--- src/rtl/regfile_sync_clr.sv ---
// regfile_sync_clr -- MIPS32-style general-purpose register file.
//
// DIRECCIONES = 2**S_AD entries of S_DATA bits. There are two combinational
// read ports and one write port that updates on the rising clk edge. After
// reset, a clearing sequencer zeroes every entry, one per clock edge. Ready
// rises when the clear is complete. No memory init file is needed.
//
// Parameters:
//   S_AD     address width (depth is 2**S_AD, not overridable)
//   S_DATA   data width
//   ZERO_REG 1: entry 0 reads as zero and ignores writes
//
// Ports:
//   clk            rising-edge clock
//   rst            synchronous active-high reset
//   ARead1/ARead2  read addresses
//   AWR            write address
//   DataIn         write data
//   WE             write enable, sampled on rising clk
//   DRead1/DRead2  read data (combinational); 0 while clearing
//   Ready          high once the file is in RUN and accepts writes
//
// Optional build macro:
//   REGFILE_BYPASS_EN  forwards DataIn to a read port in the same cycle
//                      when WE is high and AWR matches the read address
//                      (RUN only; the ZERO_REG rule still takes priority).

module regfile_sync_clr #(
  parameter int S_AD     = 5,
  parameter int S_DATA   = 32,
  parameter int ZERO_REG = 1
) (
  input  logic              clk,
  input  logic              rst,
  input  logic [S_AD-1:0]   ARead1,
  input  logic [S_AD-1:0]   ARead2,
  input  logic [S_AD-1:0]   AWR,
  input  logic [S_DATA-1:0] DataIn,
  input  logic              WE,
  output logic [S_DATA-1:0] DRead1,
  output logic [S_DATA-1:0] DRead2,
  output logic              Ready
);

  localparam int DIRECCIONES = 2 ** S_AD;
  // The last entry is all ones, so the clear counter never needs to wrap.
  localparam logic [S_AD-1:0] LAST_ADDR = '1;

  typedef enum logic {
    CLEAR,
    RUN
  } state_t;

  state_t            state;
  logic [S_AD-1:0]   clr_cnt;
  logic [S_DATA-1:0] Registro [DIRECCIONES];

  logic wr_blocked;
  logic rd_zero1;
  logic rd_zero2;

  always_comb begin
    wr_blocked = (ZERO_REG != 0) && (AWR == '0);
    rd_zero1   = (ZERO_REG != 0) && (ARead1 == '0);
    rd_zero2   = (ZERO_REG != 0) && (ARead2 == '0);
  end

  // The array is deliberately left untouched on a reset edge. It is zeroed
  // afterwards by the clear sequence, one entry per edge.
  always_ff @(posedge clk) begin
    if (rst) begin
      state   <= CLEAR;
      clr_cnt <= '0;
      Ready   <= 1'b0;
    end else begin
      case (state)
        CLEAR: begin
          Registro[clr_cnt] <= '0;
          clr_cnt           <= clr_cnt + 1'b1;
          if (clr_cnt == LAST_ADDR) begin
            state <= RUN;
            Ready <= 1'b1;
          end
        end
        RUN: begin
          if (WE && !wr_blocked) begin
            Registro[AWR] <= DataIn;
          end
        end
        default: begin
          state <= CLEAR;
        end
      endcase
    end
  end

  // Reads are gated by state, so uncleared storage never reaches the outputs.
  always_comb begin
    DRead1 = '0;
    DRead2 = '0;
    if (state == RUN) begin
      if (!rd_zero1) begin
        DRead1 = Registro[ARead1];
`ifdef REGFILE_BYPASS_EN
        if (WE && (AWR == ARead1)) begin
          DRead1 = DataIn;
        end
`endif
      end
      if (!rd_zero2) begin
        DRead2 = Registro[ARead2];
`ifdef REGFILE_BYPASS_EN
        if (WE && (AWR == ARead2)) begin
          DRead2 = DataIn;
        end
`endif
      end
    end
  end

endmodule

--- config.mk ---
export PLATFORM = sky130hd
export DESIGN_NAME = regfile_sync_clr
export DESIGN_NICKNAME = d
export VERILOG_FILES = /design/src/rtl/regfile_sync_clr.sv
export SDC_FILE = /design/constraint.sdc
export NUM_CORES = 1
export LEC_CHECK = 0
export ABC_AREA = 0
export CELL_PAD_IN_SITES_DETAIL_PLACEMENT = 1
export CELL_PAD_IN_SITES_GLOBAL_PLACEMENT = 2
export CORE_MARGIN = 2
export CORE_UTILIZATION = 51
export DETAILED_ROUTE_END_ITERATION = 6
export PLACE_DENSITY_LB_ADDON = 0.1
export SLEW_MARGIN = 5
export SYNTH_ARGS = -nofsm -noshare
export SYNTH_HDL_FRONTEND = slang
export SYNTH_SLANG_ARGS = --single-unit
--- constraint.sdc ---
create_clock -name clk -period 7.9 [get_ports clk]
set_input_delay 1.58 -clock clk [delete_from_list [all_inputs] [get_ports clk]]
set_output_delay 1.58 -clock clk [all_outputs]
set_load 0.01 [all_outputs]
After elaboration in Yosys (flattened, before gate mapping)

Memory sizes are Yosys's and may differ from the RTL's.
Cells that the tools add are included.

Add/subtract/negate cells: 1
Eq/ne operators: 1
Muxes and demuxes: 16
Bitwise logic cells: 1
Reductions and logical operators: 7

Operator list:

| kind                                                           | count |
|---|---|
| 32-bit two-way mux                                             | 5 |
| 32-bit OR reduction                                            | 1 |
| 5-bit logical NOT                                              | 3 |
| 1-bit two-way mux                                              | 10 |
| 5-bit by 1-bit adder with 5-bit output (second input constant) | 1 |
| 5-bit equality test (second input constant)                    | 1 |
| 5-bit two-way mux                                              | 1 |
| 2-bit AND reduction                                            | 1 |
| 1-bit logical AND                                              | 1 |
| 1-bit logical NOT                                              | 1 |
| 1-bit inverter                                                 | 1 |

Register bits: 7
Memory bits (writable): 1024
Bits of input ports: 50
Output and inout port bits: 65
Memories kept: 1

Memory list:

| name     | words | width | rd ports | clocked after Yosys merged registers in | wr ports | line | RTL |
|---|---|---|---|---|---|---|---|
| Registro | 32    | 32    | 2        | 0                                       | 1        | 56   | `logic [S_DATA-1:0] Registro [DIRECCIONES];` |

Logic depth before layout (Yosys ltp)

Depth in word-level cells: 9
Depth in mapped cells: 8
Mapped depth without buffers: 5

Worst setup path before layout

OpenSTA, ideal clock, no wires.

Kind: input port to flip-flop
From: in AWR[3]
To: mem Registro[11][0] (enable)
Setup time: 0.461 ns
Arrival: 4.664 ns
Data required time: 7.439 ns
Path slack: 2.775 ns
Stages: 5
Path buffers: 1
Cells stage by stage: nor3_1 -> a21o_1 -> buf_4 -> a31oi_1 -> nor3_1

Cells in the longest elaborated chain, start to end: 9

RTL lines:

| what                                                                           | line | RTL |
|---|---|---|
| start: declaration                                                             | 37   | `input logic [S_AD-1:0] AWR,` |
| 5-bit logical NOT                                                              | 63   | `wr_blocked = (ZERO_REG != 0) && (AWR == '0);` |
| 1-bit logical NOT                                                              | 86   | `if (WE && !wr_blocked) begin` |
| 1-bit logical AND                                                              | 86   |  |
| 1-bit two-way mux                                                              | 86   |  |
| 1-bit two-way mux                                                              | 76   | `case (state)` |
| 1-bit two-way mux                                                              | 71   | `if (rst) begin` |
| 1-bit two-way mux (implied by the code)                                        | 87   | `Registro[AWR] <= DataIn;` |
| 32-bit OR reduction (no source line)                                           | -    |  |
| 5-bit two-way mux (no source line) / 1-bit two-way mux (equally long branches) | -    |  |
| end: declaration                                                               | 56   |  |

Several ways; a longest one is shown, not always the timed one.

Worst setup path in the final report

From: in ARead2[3]
To: out DRead2[30]

Cells in the longest elaborated chain, start to end: 3

RTL lines:

| what                                                           | line | RTL |
|---|---|---|
| start: declaration                                             | 36   | `input logic [S_AD-1:0] ARead2,` |
| memory 32 x 32 bit / 5-bit logical NOT (equally long branches) | -    |  |
| 32-bit two-way mux *                                           | 110  | `if (!rd_zero2) begin` |
| 32-bit two-way mux *                                           | 101  | `if (state == RUN) begin` |
| end: declaration                                               | 41   | `output logic [S_DATA-1:0] DRead2,` |

Mark *: on every way between the ends. The rest lies on a longest branch, timed or not.

==> metrics.log <==
INFO  metric status = complete, no violations
INFO  metric switching_share = 0.2219
INFO  metric intPower = about 8.8 mW
INFO  metric drive_above_1_share = 0.1789
INFO  metric final.period_utilization = 0.8401
INFO  metric hold_ws = just under 0.5 ns
INFO  metric leakage = 16.56 nW
INFO  metric drt.antenna.violating_nets = 0
INFO  metric post_synth_inst_count = 2,887
INFO  metric final_nets = between 3,000 and 4,000
INFO  metric synthesis.yosys.warnings = 0
INFO  metric worst_setup_path_start_kind = input pin
INFO  metric critical_path.reg2reg.startpoint = state
INFO  metric seq_power_share = 0.513
INFO  metric buffer_ports.inserted = 114
INFO  metric crit_fanout = 21
INFO  metric worstPathRequired = roughly 6.3 ns
INFO  metric htree_num_levels = 3
INFO  metric viasPerCell = 7.085
INFO  metric cts.reportedPaths.clkPinSlew = about 0.06 ns
INFO  metric worst_pin_slew = roughly 1.2 ns
INFO  metric wire_length_of_the_first_global_routing_pass = roughly 230 mm
INFO  metric hold_buffers = 0
INFO  metric p_switching = 2.499 mW
INFO  metric global_route.usage.total = 0.3378
INFO  metric cts_root_buf = clkbuf_16
INFO  metric worst_hold_path_type = reg -> reg
INFO  metric ys_async_sr_fraction = 0
INFO  metric global_route.overflow_total = 0
INFO  metric powerDensity = 212.7 nW/um^2
INFO  metric die_h = just over 300 um
INFO  metric drv_slew = 0
INFO  metric cap_violations = 0
INFO  metric syn_nets = ~3,000
INFO  metric clock_skew = 0.01151 ns
INFO  metric yosysSeqAreaShare = 0.6350
INFO  metric finalHoldViolCount = 0
INFO  metric design.portCount = between 100 and 150
INFO  metric grt_start_max_net_pins = 94
INFO  metric detailed_router_iteration_count_before_antenna_repair = 6
INFO  metric drt_iter0_drc = ~3,400
INFO  metric avg_inst_size_synth = about 16 um^2
INFO  metric core.rowCount = around 110
INFO  metric crit_path_start = ARead2[3]
INFO  metric area_growth = 12.36%
INFO  metric antenna_found_initial = 3
INFO  metric die-width = 308.0 um
INFO  metric p_total = between 10 and 15 mW
INFO  metric rsz0062_at_grt = false
INFO  metric gp_congestion = approximately 0.86
INFO  metric yosys-top-cells-area = edfxtp_1 63%, mux2i_1 12%, mux4_2 9.3%, a22oi_1 3.1%, o22ai_1 2.5%
INFO  metric critical_path.endpoint_type = output pin
INFO  metric netlist-cell-type-count = 53
INFO  metric tritoncts.num_buffers = around 110
INFO  metric critical_path_class = in -> out
INFO  metric tritoncts = built
INFO  metric cts_sinks = between 900 and 1,000
INFO  metric tns = 0 ns
INFO  metric first_global_vias = about 32,000
INFO  metric synth_most_common_cell = edfxtp_1
INFO  metric cts_resized = 0
INFO  metric synth.largest_area_cell = edfxtp_1
INFO  metric synthesis.area = 47,130 um^2
INFO  metric shortest_clock_period_the_worst_path_allows_after_layout = 6.637 ns
INFO  metric dr_total_vias = between 20,000 and 30,000
INFO  metric min_from = Ready
INFO  metric core_area = roughly 90,000 um^2
INFO  metric ir_drop = roughly 0.22 mV
INFO  metric share_comb_of_total_power = 0.054
INFO  metric layout.core_utilization = 0.5777
INFO  metric dieArea = 94,860 um^2
INFO  metric worst-endpoint-arrival = approximately 5.1 ns
INFO  metric dp_hpwl = ~94 mm
INFO  metric routed_wire_length_per_instance = between 30 and 40 um
INFO  metric max_slew_margin = 0.2062
INFO  metric power.clock.fraction = 0.433
INFO  metric drt_wl_total = roughly 160 mm
INFO  metric ys_seq_elements = approximately 1,000
INFO  metric finalSetupViolCount = 0
INFO  metric clock_latency = approximately 0.7 ns
INFO  metric initial_core_util = 0.5142
INFO  metric synth_enable_flop_cells = around 990
INFO  metric synth_top_area_frac = 0.6321
INFO  metric synth_commonest_cells = 992 x edfxtp_1, 572 x mux2i_1, 195 x mux4_2, 192 x a22oi_1, 190 x o22ai_1
INFO  metric max_freq = 150.7 MHz
INFO  metric post-route-drc-count = 0
INFO  metric post-cts-setup-buffers = 0
INFO  metric synth_flop_cell = edfxtp_1
INFO  metric cts_max_path_bufs = 3
==> flip-flops by register name, indices dropped and copies added (netlist names) <==
name      cells
Ready         1
Registro    992
clr_cnt       5
state         1
==> layout by cell type (no fill, tap or decap), types with 5 or more instances in the layout <==
master           count
clkbuf_16          108
o22ai_1            190
mux4_2             195
nor2b_4              5
buf_12              10
nor2_1              15
o21ai_1             12
nand3_1              5
nand2_1            130
a221oi_1            15
clkdlybuf4s50_1    110
edfxtp_1           992
a22oi_1            192
nand3b_1             5
o21ai_0             55
clkinv_1            24
a221oi_2            49
dfxtp_1              7
mux2i_1            572
bufinv_16            8
inv_1                7
or3b_2               6
nor3b_1              7
and2_1              32
nor2_4              26
buf_4               91
a31oi_1             10
nand4_1             64
nor3_2               9
clkinv_2             9
clkbuf_1            26
==> power by group through the flow <==
stage | logic (mW) | registers, mW | clock network (mW)
CTS | 0.603 | 5.78 | 4.89
floorplan | 0.405 | 5.89 | 0
global route | 0.631 | 5.78 | 5.08
global placement | 0.590 | 5.89 | 0
detailed placement | 0.601 | 5.89 | 0
finish | 0.609 | 5.78 | 4.87
==> kinds of logic (layout without fill, tap and decap cells) <==
logic type,after synthesis,count (layout),synth area share
compound gates,535,535,0.08464
xor+xnor,3,3,0.0005576
fa+ha+maj,2,2,0.0005309
buf+inv,247,407,0.02859
flops,999,999,0.6350
mux,768,768,0.2149
other cells,0,1,0
simple gates,333,333,0.03573
==> metrics by stage <==
stage / area (um^2) / cells / worst slack [ns]
floorplan: 47130 / 2887 / 2.775
detailed placement: 49660 / 4048 / 1.425
global route: 52950 / 4233 / 1.305
finish: 52950 / 4234 / 1.263
global placement: 49660 / 4048 / 1.459
CTS: 52950 / 4233 / 1.421
==> critical path, cell delays in order <==
cell and delay [ns]:
clkdlybuf4s50_1 1.07, and4b_2 1.11, a22oi_1 0.30, o31a_1 0.20, nand4_1 0.18, clkdlybuf4s50_1 0.59
==> area by class of cell <==
type | count | area (um^2)
Fill cell | 8242 | 38710
Inverter | 7 | 26.28
Tap cell | 1186 | 1484
Timing Repair Buffer | 215 | 2044
Clock inverter | 49 | 465.4
Antenna cell | 1 | 2.502
Clock buffer | 136 | 2828
Sequential cell | 999 | 29930
Multi-Input combinational cell | 1641 | 16180
==> path summary, 6_finish.rpt <==
path | slack, ns | to | cells after the start
setup reg to reg | 3.67 | Registro[6][23] | 5
hold reg to reg | 0.48 | Ready | 2
setup / recovery | 1.26 | DRead2[30] | 6
hold / removal | 0.48 | Ready | 2
==> routing by layer <==
metal / vias to the layer above / routed length, um / track usage
met5: - / 12 / 0
met1: 16040 / 63930 / 0.4673
met3: 306 / 13470 / 0.05064
met4: 2 / 5363 / 0.1193
li1: 12170 / - / -
met2: 1480 / 76810 / 0.5483
Power figures use the tool's default switching activity.
